[config.mk]
export PLATFORM = sky130hd
export DESIGN_NAME = cpu6_memarb
export DESIGN_NICKNAME = d
export VERILOG_FILES = /design/src/rtl/cpu6_memarb_pkg.sv /design/src/rtl/cpu6_memarb_starve.sv /design/src/rtl/cpu6_memarb.sv
export SDC_FILE = /design/constraint.sdc
export NUM_CORES = 1
export LEC_CHECK = 0
export CAP_MARGIN = 20
export CELL_PAD_IN_SITES_DETAIL_PLACEMENT = 0
export CELL_PAD_IN_SITES_GLOBAL_PLACEMENT = 2
export CORE_MARGIN = 2
export CORE_UTILIZATION = 18
export DETAILED_ROUTE_END_ITERATION = 10
export GPL_TIMING_DRIVEN = 0
export PLACE_DENSITY = 0.93
export REMOVE_ABC_BUFFERS = 1
export SKIP_CTS_REPAIR_TIMING = 1
export SYNTH_ARGS = -nofsm -noshare
export SYNTH_HDL_FRONTEND = slang
export SYNTH_SLANG_ARGS = --single-unit
[constraint.sdc]
create_clock -name clk -period 2.9 [get_ports clk]
set_input_delay 0.87 -clock clk [delete_from_list [all_inputs] [get_ports clk]]
set_output_delay 0.87 -clock clk [all_outputs]
set_load 0.01 [all_outputs]
[src/rtl/cpu6_memarb_pkg.sv]
// Shared constants and encodings for the cpu6 fetch/data memory arbiter.
package cpu6_memarb_pkg;

    localparam int CPU6_XLEN               = 32;
    localparam int CPU6_MEMARB_STARVE_SIZE = 4;

    typedef enum logic [1:0] {
        ST_IDLE  = 2'd0,
        ST_ISSUE = 2'd1,
        ST_WAIT  = 2'd2
    } memarb_state_e;

    typedef enum logic [1:0] {
        OWN_NONE = 2'd0,
        OWN_IF   = 2'd1,
        OWN_D    = 2'd2
    } memarb_owner_e;

endpackage

[src/rtl/cpu6_memarb_starve.sv]
// Counts consecutive data grants taken while fetch is waiting; forces a fetch
// grant once the count reaches STARVE_MAX.
module cpu6_memarb_starve
    import cpu6_memarb_pkg::*;
#(
    parameter int STARVE_MAX = 4
) (
    input  logic clk,
    input  logic reset,
    input  logic if_req_i,
    input  logic d_grant_i,
    input  logic if_grant_i,
    output logic force_if_o
);

    localparam int W = CPU6_MEMARB_STARVE_SIZE;
    localparam logic [W-1:0] MAX_C = W'(STARVE_MAX);
    localparam logic [W-1:0] ONE_C = W'(1);

    logic [W-1:0] cnt_q, cnt_d;

    always_comb begin
        cnt_d = cnt_q;
        if (if_grant_i) begin
            cnt_d = '0;
        end else if (d_grant_i) begin
            if (!if_req_i)
                cnt_d = '0;
            else if (cnt_q != MAX_C)
                cnt_d = cnt_q + ONE_C;
        end
    end

    always_ff @(posedge clk or negedge reset) begin
        if (!reset)
            cnt_q <= '0;
        else
            cnt_q <= cnt_d;
    end

    // Only meaningful while fetch is actually waiting.
    assign force_if_o = if_req_i && (cnt_q == MAX_C);

endmodule

[src/rtl/cpu6_memarb.sv]
// Single-outstanding arbiter of the core's fetch and data ports onto one
// shared memory bus; data has priority, bounded by the starvation counter.
module cpu6_memarb
    import cpu6_memarb_pkg::*;
#(
    parameter int XLEN       = CPU6_XLEN,
    parameter int STARVE_MAX = 4
) (
    input  logic            clk,
    input  logic            reset,
    input  logic            if_req,
    input  logic [XLEN-1:0] if_addr,
    output logic            if_gnt,
    output logic            if_rvalid,
    output logic [XLEN-1:0] if_rdata,
    input  logic            d_req,
    input  logic            d_we,
    input  logic [XLEN-1:0] d_addr,
    input  logic [XLEN-1:0] d_wdata,
    output logic            d_gnt,
    output logic            d_rvalid,
    output logic [XLEN-1:0] d_rdata,
    output logic            mem_req,
    output logic            mem_we,
    output logic [XLEN-1:0] mem_addr,
    output logic [XLEN-1:0] mem_wdata,
    input  logic            mem_gnt,
    input  logic            mem_rvalid,
    input  logic [XLEN-1:0] mem_rdata
);

    memarb_state_e   state_q;
    memarb_owner_e   owner_q;
    logic            mem_req_q;
    logic            we_q;
    logic [XLEN-1:0] addr_q;
    logic [XLEN-1:0] wdata_q;

    logic idle_ok, force_if, d_take, if_take, rsp;

    // Gating with reset keeps the combinational grants low while reset is held.
    assign idle_ok = reset && (state_q == ST_IDLE);
    assign d_take  = idle_ok && d_req && !force_if;
    assign if_take = idle_ok && if_req && !d_take;

    cpu6_memarb_starve #(.STARVE_MAX(STARVE_MAX)) u_starve (
        .clk        (clk),
        .reset      (reset),
        .if_req_i   (if_req),
        .d_grant_i  (d_take),
        .if_grant_i (if_take),
        .force_if_o (force_if)
    );

    always_ff @(posedge clk or negedge reset) begin
        if (!reset) begin
            state_q   <= ST_IDLE;
            owner_q   <= OWN_NONE;
            mem_req_q <= 1'b0;
            we_q      <= 1'b0;
            addr_q    <= '0;
            wdata_q   <= '0;
        end else begin
            case (state_q)
                ST_IDLE: begin
                    if (d_take) begin
                        we_q      <= d_we;
                        addr_q    <= d_addr;
                        wdata_q   <= d_wdata;
                        owner_q   <= OWN_D;
                        mem_req_q <= 1'b1;
                        state_q   <= ST_ISSUE;
                    end else if (if_take) begin
                        we_q      <= 1'b0;
                        addr_q    <= if_addr;
                        wdata_q   <= '0;
                        owner_q   <= OWN_IF;
                        mem_req_q <= 1'b1;
                        state_q   <= ST_ISSUE;
                    end
                end
                ST_ISSUE: begin
                    if (mem_gnt) begin
                        mem_req_q <= 1'b0;
                        state_q   <= ST_WAIT;
                    end
                end
                ST_WAIT: begin
                    if (mem_rvalid) begin
                        owner_q <= OWN_NONE;
                        state_q <= ST_IDLE;
                    end
                end
                default: begin
                    mem_req_q <= 1'b0;
                    owner_q   <= OWN_NONE;
                    state_q   <= ST_IDLE;
                end
            endcase
        end
    end

    // Responses outside WAIT (stale or stray) are dropped here.
    assign rsp       = (state_q == ST_WAIT) && mem_rvalid;
    assign if_rvalid = rsp && (owner_q == OWN_IF);
    assign d_rvalid  = rsp && (owner_q == OWN_D);
    assign if_rdata  = if_rvalid ? mem_rdata : '0;
    assign d_rdata   = (d_rvalid && !we_q) ? mem_rdata : '0;

    assign if_gnt    = if_take;
    assign d_gnt     = d_take;
    assign mem_req   = mem_req_q;
    assign mem_we    = we_q;
    assign mem_addr  = addr_q;
    assign mem_wdata = wdata_q;

endmodule
* Word level (Yosys, flattened, before mapping)
Index checks and enable logic that the tools add are counted.
** Operators by class
- $add $sub $neg :: 1
- Reductions and logical operators :: 20
- Bitwise logic cells :: 2
- Mux-type cells :: 23
- Equal/unequal tests :: 10
** Operators with widths (number)
- 2-to-1 mux 32 bit :: 6
- 2-to-1 mux 4 bit :: 4
- case mux 2 bit (3 select lines) :: 2
- logical AND 1 bit :: 10
- 2-to-1 mux 2 bit :: 5
- AND reduction 3 bit :: 3
- 2-to-1 mux 1 bit :: 5
- adder 4 x 1 -> 4 bit, second input constant :: 1
- == test 2 x 1 -> 1 bit, second input constant :: 2
- == test 2 bit, second input constant :: 2
- == test 4 x 3 -> 1 bit, second input constant :: 1
- inequality test 2 bit, second input constant :: 2
- inequality test 4 x 3 -> 1 bit, second input constant :: 1
- AND reduction 2 bit :: 2
- zero test 1 bit :: 3
- inequality test 3 x 1 -> 1 bit, second input constant :: 1
- inequality test 3 bit, second input constant :: 1
- case mux 1 bit (3 select lines) :: 1
- zero test 2 bit :: 1
- NOT 1 bit :: 2
- nonzero test 2 bit :: 1
** Storage, ports and cells
- Register bits after elaboration :: 74
- Logic and storage cells :: 63
- Bits of input ports :: 135
- Output and inout port bits :: 134

* Logic depth before layout (Yosys ltp)
- Word-level depth :: 9
- Gate-level depth with buffers :: 7
- Mapped depth without buffers :: 6

* By module
Synthesis repeated with hierarchy kept, for this count alone.
** Unflattened totals
- Cell total of the unflattened synthesis :: 313
- Area total of the unflattened synthesis :: 3592.2 um^2
** By module, submodules not included
- cpu6_memarb :: area each 3330.7 um^2, instances 1, sequential area each 1751.7 um^2, cells each 285
- cpu6_memarb_starve :: area each 261.5 um^2, instances 1, sequential area each 100.1 um^2, cells each 28

* Worst setup path after synthesis
Ideal clock, no wire load.
- Kind :: input -> output
- Start point :: input port mem_rvalid
- End point :: output port d_rdata[10]
- Buffers on the path :: 1
- Required time :: 2.030 ns
- Path slack :: 0.016 ns
- Data arrival time :: 2.014 ns
- Stages on the path :: 5
- Path through :: nand3b_1 > nor3b_1 > nor2b_1 > clkbuf_1 > and2_1
** Between the ends
- Longest elaborated chain between the ends :: 4
** RTL lines
- start: declaration :: RTL line cpu6_memarb.sv:28 : input logic mem_rvalid,
- logical AND 1 bit :: RTL line cpu6_memarb.sv:104 : assign rsp = (state_q == ST_WAIT) && mem_rvalid;
- logical AND 1 bit :: RTL line cpu6_memarb.sv:106 : assign d_rvalid = rsp && (owner_q == OWN_D);
- named net d_rvalid :: RTL line cpu6_memarb.sv:21 : output logic d_rvalid,
- logical AND 1 bit :: RTL line cpu6_memarb.sv:108 : assign d_rdata = (d_rvalid && !we_q) ? mem_rdata : '0;
- 2-to-1 mux 32 bit :: RTL line cpu6_memarb.sv:108
- end: declaration :: RTL line cpu6_memarb.sv:22 : output logic [XLEN-1:0] d_rdata,
The timed path passes the listed nets, and every way through them passes these cells.

* Worst setup path after layout
- Start point :: input port mem_rvalid
- End point :: output port if_rdata[15]
** Between the ends
- Longest elaborated chain between the ends :: 3
** RTL lines
- logical AND 1 bit :: RTL line cpu6_memarb.sv:104
- logical AND 1 bit :: RTL line cpu6_memarb.sv:105 : assign if_rvalid = rsp && (owner_q == OWN_IF);
- 2-to-1 mux 32 bit :: RTL line cpu6_memarb.sv:107 : assign if_rdata = if_rvalid ? mem_rdata : '0;
- end: declaration :: RTL line cpu6_memarb.sv:15 : output logic [XLEN-1:0] if_rdata,
Every way passes these cells.

==> impl_metrics.csv <==
group,metric,value,unit
clock_network,clock_latency,0.34,ns
critical_path,path_class,"input pin to output pin",
critical_path,crit_required,2.03,ns
timing,slew_headroom,32.2,%
run_status,violations,"negative setup slack",
timing,final.min_clock_period,2.98,ns
timing,fin_ws,-0.0802,ns
floorplanning,die_w,145,um
timing,fin_crit_sh,103,%
critical_path,r2r-end,"mem_addr[23]",
synthesis,yosys_most_used_dff,"dfrtp_1",
critical_path,worst_path_largest_cell_delay,0.25,ns
power_and_ir_drop,power_density,765,nW/um^2
synthesis,ys_seq_area_share,51.4,%
critical_path,reg2reg_setup_slack,0.53,ns
detailed_routing,wire_per_inst,17.0,um
clock_network,root_buffer,"clkbuf_16",
detailed_routing,remaining_drc_errors,0,
global_routing,grt_antenna_before_repair,0,
synthesis,synth_top_area_share,51.4,%
timing,fmax,336,MHz
critical_path,cp-start-kind,"input pin",
synthesis,synth_area_leader_cell,"dfrtp_1",
run,drv_cap,0,
floorplanning,rows,51,
critical_path,crit_path_frequent_cell,"buf_6",
placed_design,hpwlAfterDp,9750,um
critical_path,slowest_stage,"nor3b_4",
timing,fin_worst_skew,0.00458,ns
global_routing,grt_pass1_vias,3789,
timing,maxSlewViolCount,0,
floorplanning,coreArea,19500,um^2
placed_design,gp_congestion,0.719,
timing,setup_viol,30,
synthesis,synthCells,373,
global_routing,grtUsageTotal,12.6,%
power_and_ir_drop,finalPower,5.68,mW
placed_design,dpl_worst_slack,-1.75,ns
detailed_routing,drt_iter0_drc,145,
synthesis,synth_area_leaders,"dfrtp_1 (51%), and2_1 (11%), a22o_1 (8.0%)",
timing,fin_setup_tns,-1.17,ns
clock_network,clkSlewWorstSetupHoldPaths,0.06,ns
clock_network,cts_max_level,3,
clock_network,cts_buffers,9,
critical_path,ff2ff_path_depth,6,
synthesis,ys_types,30,
worst_hold_path,min_path_type,"input pin to asynchronous set/reset pin",
synthesis,synth_common_cells,"dfrtp_1 (74), nor2_1 (67), and2_1 (65)",
global_routing,grt_max_degree,69,
global_routing,overflow,0,
detailed_routing,vias,3882,
floorplanning,die-height,145,um
power_and_ir_drop,power_leakage,3.43,nW
floorplanning,die_area,21200,um^2
synthesis,synth-edff-count,0,
synthesis,synth_area,3600,um^2
placed_design,io_buffers,268,
synthesis,yosys_warnings,0,
synthesis,synth_most_common_cell,"dfrtp_1",
power_and_ir_drop,irDropWorstVdd,0.000267,V
detailed_routing,drtAntennaViolNets,0,
timing,tightest_slew,1.02,ns
detailed_routing,first_pass_iters,4,
clock_network,clockBufferDepth,2,
global_routing,grt_pass1_wl,21300,um
synthesis,synthArstFlopShare,100,%
run_status,status,"finished with violations",
layout,fin_nets,800,
critical_path,r2r_start,"state_q[0]",
detailed_routing,routed_wl,15800,um
timing,hold_viol_final,0,
synthesis,synth_seq_cells,74,
synthesis,syn_avg_cell_area,9.66,um^2
critical_path,crit_arrival,2.11,ns
layout,diodes,0,
layout,fillerInstances,1970,
detailed_routing,vias_per_cell,4.17,
floorplanning,io_pins,269,
timing,rsz0062_at_grt,"yes",
layout,areaGrowthSynthToFinish,106,%
critical_path,cp_max_fo,5,
critical_path,crit_chain,"buf_8, nand3b_1, buf_4, nor3b_4, buf_6, buf_4, buf_6, and2_4, buf_6",
critical_path,end_kind,"output pin",
critical_path,path_buf_inv,6,
clock_network,clock-sinks,74,
critical_path,critPathTopFamily,"buffers and inverters",
clock_network,cts_tree,"yes",
floorplanning,start_util,18.4,%
layout,drive_gt1_share,23.2,%
worst max-delay path by stage:
stage | from | end | slack, ns | cells past startpoint
6_report | mem_rvalid | if_rdata[15] | -0.08 | 9
5_1_grt | mem_rvalid | if_rdata[15] | -0.16 | 9
4_1_cts | reset | d_gnt | -1.75 | 5
3_5_place_dp | reset | d_gnt | -1.75 | 5
3_3_place_gp | reset | d_gnt | -5.76 | 4
2_1_floorplan | reset | d_gnt | -0.83 | 2
metrics by stage:
stage	util (%)	cell area (um^2)	hold WS, ns	instances
6_report	38.0	7420	0.335	932
3_5_place_dp	33.7	6580	0.471	880
4_1_cts	35.4	6920	0.408	895
2_1_floorplan	-	3460	0.474	343
5_1_grt	38.0	7420	0.317	932
3_3_place_gp	33.1	6470	0.459	876
state kept, by name, summed over array words and instances, names as in the netlist:
signal	flops
mem_wdata	32
mem_addr	32
owner_q	2
u_starve.cnt_q	4
mem_we	1
mem_req	1
state_q	2
area by class of cell:
class                   instances  area, um^2  share of cell area, %
multi-input cells             269        1750                   23.5
flip-flops and latches         74        1850                   25.0
clock buffers                   9         225                   3.03
clock inverters                 6         115                   1.55
repair buffers                305        3130                   42.2
well taps                     265         332                   4.47
inverters                       4        15.0                  0.202
logic make-up (layout without fill, tap and decap cells):
group | count (synthesis) | in the layout | synth area share, %
AND/OR/NAND/NOR | 185 | 189 | 26.3
AO/OA/AOI/OAI | 78 | 78 | 17.1
flip-flops | 74 | 74 | 51.4
buffers and inverters | 34 | 324 | 4.48
adder cells (fa/ha/maj) | 2 | 2 | 0.695
layer usage:
layer | GRT usage (%) | share of wire (%) | vias to the layer above
li1 | - | - | 1886
met1 | 15.5 | 44 | 1842
met2 | 20.8 | 48 | 140
met3 | 4.04 | 6.0 | 14
met4 | 4.26 | 1.5 | 0
met5 | 0 | 0 | -
power by group:
part	leakage (nW)	internal (mW)	switching [mW]
sequential	0.884	1.50	0.288
combinational	2.38	1.45	1.14
clock	0.162	0.840	0.453
cell usage in the layout, fill, tap and decap left out, types with 3 or more instances in the layout:
cell,instances
clkdlybuf4s50_1,196
dfrtp_1,72
nor2_1,66
buf_6,43
and2_1,34
nor3_1,33
a22o_1,33
a211oi_1,32
and2_4,31
dlymetal6s2s_1,18
buf_4,17
clkbuf_16,13
clkbuf_2,11
buf_2,10
o21ai_0,5
nand2_1,4
inv_1,3
nand3b_1,3
nor2_4,3
nand3_1,3
nand2b_1,3
bufinv_16,3
buf_12,3
Power figures use the tool's default switching activity.
